**src/rtl/load_unit.sv**
```systemverilog
// ---------------------------------------------------------------------------
// load_unit
//
// Memory-stage load engine. Accepts one load per handshake, issues a single
// read on the data bus, extracts the addressed byte/half/word/dword from the
// returned 64-bit beat and sign- or zero-extends it to 64 bits. Only one load
// is outstanding at any time.
//
// Ports
//   clk, resetn        clock, asynchronous active-low reset
//   req_valid/ready    load request handshake (ready only while idle)
//   req_addr           byte address of the load
//   req_msize          access size: 0=byte, 1=half, 2=word, 3=dword
//   req_unsigned       1 = zero-extend, 0 = sign-extend
//   flush              pipeline flush, aborts the current load
//   dreq_valid         bus read request valid
//   dreq_addr/size     latched address and size, stable while dreq_valid
//   dreq_strobe        always zero (reads only)
//   dresp_addr_ok      bus accepted the address
//   dresp_data_ok      read data valid this cycle
//   dresp_data         raw aligned 64-bit beat
//   rsp_valid/ready    result handshake, result held until rsp_ready
//   rsp_data           extended load result
//   rsp_misalign       address was misaligned for its size
// ---------------------------------------------------------------------------
module load_unit #(
  parameter int ADDR_W = 64,
  parameter int DATA_W = 64
) (
  input  logic              clk,
  input  logic              resetn,

  input  logic              req_valid,
  output logic              req_ready,
  input  logic [ADDR_W-1:0] req_addr,
  input  logic [1:0]        req_msize,
  input  logic              req_unsigned,
  input  logic              flush,

  output logic              dreq_valid,
  output logic [ADDR_W-1:0] dreq_addr,
  output logic [1:0]        dreq_size,
  output logic [7:0]        dreq_strobe,
  input  logic              dresp_addr_ok,
  input  logic              dresp_data_ok,
  input  logic [DATA_W-1:0] dresp_data,

  output logic              rsp_valid,
  input  logic              rsp_ready,
  output logic [DATA_W-1:0] rsp_data,
  output logic              rsp_misalign
);

  localparam logic [1:0] MSIZE1 = 2'd0;
  localparam logic [1:0] MSIZE2 = 2'd1;
  localparam logic [1:0] MSIZE4 = 2'd2;
  localparam logic [1:0] MSIZE8 = 2'd3;

  typedef enum logic [2:0] {
    IDLE  = 3'd0,
    REQ   = 3'd1,
    WAIT  = 3'd2,
    DONE  = 3'd3,
    DRAIN = 3'd4
  } state_t;

  state_t state;
  logic   unsigned_q;

  // An access is misaligned when any address bit below its natural
  // alignment is set.
  function automatic logic is_misaligned(input logic [2:0] a,
                                         input logic [1:0] sz);
    logic m;
    m = 1'b0;
    case (sz)
      MSIZE2:  m = a[0];
      MSIZE4:  m = (a[1:0] != 2'b00);
      MSIZE8:  m = (a[2:0] != 3'b000);
      default: m = 1'b0;
    endcase
    return m;
  endfunction

  // Pick the addressed field out of the beat by shifting it down to bit 0,
  // then extend from the field's MSB. Dword loads ignore the unsigned flag.
  function automatic logic [63:0] extract(input logic [63:0] beat,
                                          input logic [2:0]  s,
                                          input logic [1:0]  sz,
                                          input logic        uns);
    logic [63:0] shifted;
    logic [63:0] res;
    shifted = 64'd0;
    res     = 64'd0;
    case (sz)
      MSIZE1: begin
        shifted = beat >> {s, 3'b000};
        res = {{56{~uns & shifted[7]}}, shifted[7:0]};
      end
      MSIZE2: begin
        shifted = beat >> {s[2:1], 4'b0000};
        res = {{48{~uns & shifted[15]}}, shifted[15:0]};
      end
      MSIZE4: begin
        shifted = beat >> {s[2], 5'b00000};
        res = {{32{~uns & shifted[31]}}, shifted[31:0]};
      end
      default: res = beat;
    endcase
    return res;
  endfunction

  // Handshake and bus-valid outputs are decoded straight from the state so
  // they can never disagree with it.
  assign req_ready   = (state == IDLE);
  assign dreq_valid  = (state == REQ);
  assign rsp_valid   = (state == DONE);
  assign dreq_strobe = 8'h00;

  // Main load FSM. The request fields are latched on acceptance and held
  // until the next acceptance, which keeps dreq_addr/dreq_size stable for
  // the whole time dreq_valid is high. Flush paths that have already had
  // their address accepted but not yet seen data go through DRAIN so the
  // orphaned beat is swallowed instead of being taken for the next load.
  always_ff @(posedge clk or negedge resetn) begin
    if (!resetn) begin
      state        <= IDLE;
      dreq_addr    <= '0;
      dreq_size    <= MSIZE1;
      unsigned_q   <= 1'b0;
      rsp_data     <= '0;
      rsp_misalign <= 1'b0;
    end else begin
      case (state)
        IDLE: begin
          if (req_valid && !flush) begin
            dreq_addr  <= req_addr;
            dreq_size  <= req_msize;
            unsigned_q <= req_unsigned;
            if (is_misaligned(req_addr[2:0], req_msize)) begin
              rsp_misalign <= 1'b1;
              rsp_data     <= '0;
              state        <= DONE;
            end else begin
              rsp_misalign <= 1'b0;
              state        <= REQ;
            end
          end
        end

        REQ: begin
          if (flush) begin
            if (dresp_addr_ok && !dresp_data_ok)
              state <= DRAIN;
            else
              state <= IDLE;
          end else if (dresp_addr_ok && dresp_data_ok) begin
            rsp_data <= extract(dresp_data, dreq_addr[2:0], dreq_size, unsigned_q);
            state    <= DONE;
          end else if (dresp_addr_ok) begin
            state <= WAIT;
          end
        end

        WAIT: begin
          if (flush) begin
            state <= dresp_data_ok ? IDLE : DRAIN;
          end else if (dresp_data_ok) begin
            rsp_data <= extract(dresp_data, dreq_addr[2:0], dreq_size, unsigned_q);
            state    <= DONE;
          end
        end

        DRAIN: begin
          if (dresp_data_ok)
            state <= IDLE;
        end

        DONE: begin
          if (rsp_ready || flush)
            state <= IDLE;
        end

        default: state <= IDLE;
      endcase
    end
  end

endmodule

```
**config.mk**
```make
export PLATFORM = sky130hd
export DESIGN_NAME = load_unit
export DESIGN_NICKNAME = d
export VERILOG_FILES = /design/src/rtl/load_unit.sv
export SDC_FILE = /design/constraint.sdc
export NUM_CORES = 1
export LEC_CHECK = 0
export CAP_MARGIN = 20
export CORE_UTILIZATION = 44
export DETAILED_ROUTE_END_ITERATION = 8
export GPL_TIMING_DRIVEN = 0
export PLACE_DENSITY = 0.81
export SLEW_MARGIN = 40
export SYNTH_ARGS = -nofsm -noshare
export SYNTH_HDL_FRONTEND = slang
export SYNTH_SLANG_ARGS = --single-unit
```
**constraint.sdc**
```tcl
create_clock -name clk -period 2.05 [get_ports clk]
set_input_delay 0.205 -clock clk [delete_from_list [all_inputs] [get_ports clk]]
set_output_delay 0.205 -clock clk [all_outputs]
set_load 0.005 [all_outputs]
```
==> results.md <==
* Fillers at 1,121
* Core Rows at 46
* Slowest stage delay, CP at 0.46 ns
* Setup crit start kind: register
* Final setup margin at -0.101 ns
* Max Transition Viols Final at 0
* Dpl ws at -0.585 ns
* DP HPWL at 17,300 um
* Most common cell on crit path: buf_6
* Cell family with most CP delay: compound AO/OA/AOI/OAI gates
* Vias/cell at around 5.7
* CP Max Fanout at 5
* Worst setup EP type: register
* Clk sink count at ~140
* Top cells by area, synth: dfrtp_1 (47%), mux2_2 (15%), mux4_2 (6.9%)
* Gr ovfl total at 0
* Final WL at 24,500 um
* Wirelength per Cell at roughly 22 um
* Global-route wire length before repair at 36,100 um
* Post-route cell area at between 0.01 and 0.015 sq mm
* Vias in the first global route at about 6,400
* Most common cell after layout, fill and taps aside: clkdlybuf4s50_1
* Worst Path Required at between 2 and 2.5 ns
* Status: complete, but fails checks
* Area Growth Syn to Fin at 58.9%
* Clock skew at 0.0107 ns
* Root Buffer: clkbuf_16
* DP Area at 0.0102 sq mm
* Failing checks: setup timing
* GRT Total Usage at between 20 and 30%
* Post-Synth Adder-Cell Area at 0%
* Full die area at 0.0167 sq mm
* Final worst-path cycle share at 105%
* ANT cells at 0
* EDFF count, synth at 0
* DRC viols at 0
* GP Congestion at 0.933
* RSZ-0062 raised after global routing: yes
* Hold WS at 0.188 ns
* First DRT Iteration DRCs at a little under 500
* FMAX at 0.465 GHz
* Maxcap violations at 0
* Register area share after synthesis at 47.3%
* Dominant synthesized flop cell: dfrtp_1
* Pre-antenna DRT Iters at 5
* Initial antenna violation count at 0
* I/O Pins at 280
* CTS buffer count at 17
* Cell Pwr Density at between 1500 and 2000 mW/mm^2
* Share of layout cells above drive strength 1 at 29.3%
* Cell Area, Synth at 0.00714 sq mm
* Post-Synthesis Cells at 586
* Post-Synth Simple-Gate Area at 6.22%
* Max VDD drop at 0.000812 V
* Slew headroom at about three fifths
* H-tree depth at 4
* Mux share of post-synthesis cell area at about a quarter
* Setup violators final at 32
* Synth Area in XOR/XNOR at 0.123%
* Largest family of logic cells by synthesized area: multiplexers
* Static leakage at 4.88 nW
* Largest net degree at the start of global routing at 70
* FFs w/ async S/R, synth at 100%
* Via count at 6,421
* Slowest-stage cell, CP: a2111o_1
* Crit path cell chain: buf_6 > mux2i_2 > a2111o_1 > o31a_1 > buf_6 > a211oi_4 > a21o_1
* Post-route minimum period at 2.15 ns
* PortBufs at 270
* Crit Path Class: reg2reg
* Most frequent cells in the layout: clkdlybuf4s50_1 (269), dfrtp_1 (133), mux2_2 (92)
* Mean Syn Cell Area at 12.2 sq um
* Hold WC Path Type: in2reg
* Area leader, netlist: dfrtp_1
* Synth Area in Compound Gates at 17.6%
* Bufs and invs on worst path at 2
* Count of state elements after synthesis at 135
* NumNets Final at 1,035
* Yosys warns at 0
* Die Y at between 100 and 150 um
* Distinct cells, synth at 50
* Starting Density at between 40 and 50%
* WP data arrival at approximately 2.5 ns
* Worst-skew pair later-pin latency at 0.42 ns
* Die X at approximately 130 um
* Final Hold Viols at 0
* Yosys top cell area share at 47.3%
* Antenna viol nets, final at 0
* Clock Pin Slew Worst Setup and Hold Paths at 0.06 ns
* Core area at 0.0159 sq mm
* Maximum clock path buffer count at 2
* Measured slew at the worst slew-check pin at 0.613 ns
* CTS tree: built
path summary, 6_finish.rpt:
path	startpoint	to	slack, ns	cells after the start
setup / recovery	dreq_addr[1]	rsp_data[20]	-0.10	7
hold / removal	flush	state[0]	0.19	3
setup reg to reg	dreq_addr[1]	rsp_data[20]	-0.10	7
hold reg to reg	rsp_data[29]	rsp_data[29]	0.48	1
max in group asynchronous	resetn	dreq_addr[33]	1.02	3
min in group asynchronous	resetn	rsp_data[41]	0.31	2
metrics by stage:
step | power, mW | std cells | utilization [%] | TNS [ns]
finish | 17.2 | 1126 | 71.4 | -1.34
global route | 18.1 | 1126 | 71.4 | -3.56
CTS | 16.7 | 1124 | 69.8 | -0.0843
global placement | 12.7 | 1079 | 63.8 | -678.71
floorplan | 8.86 | 593 | - | 0
detailed placement | 12.9 | 1080 | 64.0 | -29.57
cell type report:
| class | instances | area (sq um) | share of cell area (%) |
|---|---|---|---|
| inverter | 5 | 18.8 | 0.166 |
| buffer | 56 | 353 | 3.11 |
| clock inverter | 12 | 143 | 1.26 |
| multi-input combinational | 393 | 3820 | 33.7 |
| sequential | 135 | 3380 | 29.8 |
| tap | 216 | 270 | 2.38 |
| clock buffer | 20 | 457 | 4.03 |
| timing repair buffer | 289 | 2900 | 25.5 |
cells by family (layout without fill, tap and decap cells):
kind of cell / count (synthesis) / after routing
AO/OA/AOI/OAI: 152 / 152
flip-flops: 135 / 135
multiplexers: 132 / 132
AND/OR/NAND/NOR: 100 / 100
buffers and inverters: 65 / 382
other: 1 / 8
XOR/XNOR: 1 / 1
power by group:
group | switching (mW) | internal [mW] | total [mW]
Combinational | 4.14 | 5.19 | 9.33
Clock | 1.26 | 1.87 | 3.13
Sequential | 0.826 | 3.90 | 4.73
Total | 6.22 | 11.0 | 17.2
worst reg2reg max path, cell delays in order (launching register included):
cell	delay, ns
dfrtp_1	0.39
buf_6	0.13
mux2i_2	0.16
a2111o_1	0.46
o31a_1	0.35
buf_6	0.19
a211oi_4	0.30
a21o_1	0.12
layer usage:
layer / wire [um] / track usage (%) / up-vias
li1: - / - / 2782
met1: 8930 / 34.4 / 3130
met2: 11400 / 46.1 / 430
met3: 2930 / 10.7 / 79
met4: 1260 / 18.1 / 0
met5: 0 / 0 / -
repair_timing:
item | 4_1_cts | 5_1_grt
hold buffers | 1 | 0
gates cloned | 1 | 0
setup endpoints to repair | 85 | 105
hold endpoints to repair | 66 | 0
setup buffers | 13 | 3
resized for setup | 47 | 55
pin swaps | 6 | 5
flip-flops by register name, summed over array words and instances (netlist names):
| signal | cells |
|---|---|
| dreq_addr | 64 |
| dreq_size | 2 |
| rsp_data | 64 |
| rsp_misalign | 1 |
| state | 3 |
| unsigned_q | 1 |
Yosys cell counts (9+ instances only):
library cell,count
mux2_2,92
nand2_1,9
nor2_1,67
mux2i_1,18
a211oi_1,15
o2bb2ai_2,10
o22ai_1,9
mux4_2,22
buf_2,13
dfrtp_1,135
clkbuf_1,25
a21o_1,33
o21ai_0,19
o2bb2ai_1,23
Note: power is estimated with default switching activity, not from simulation.
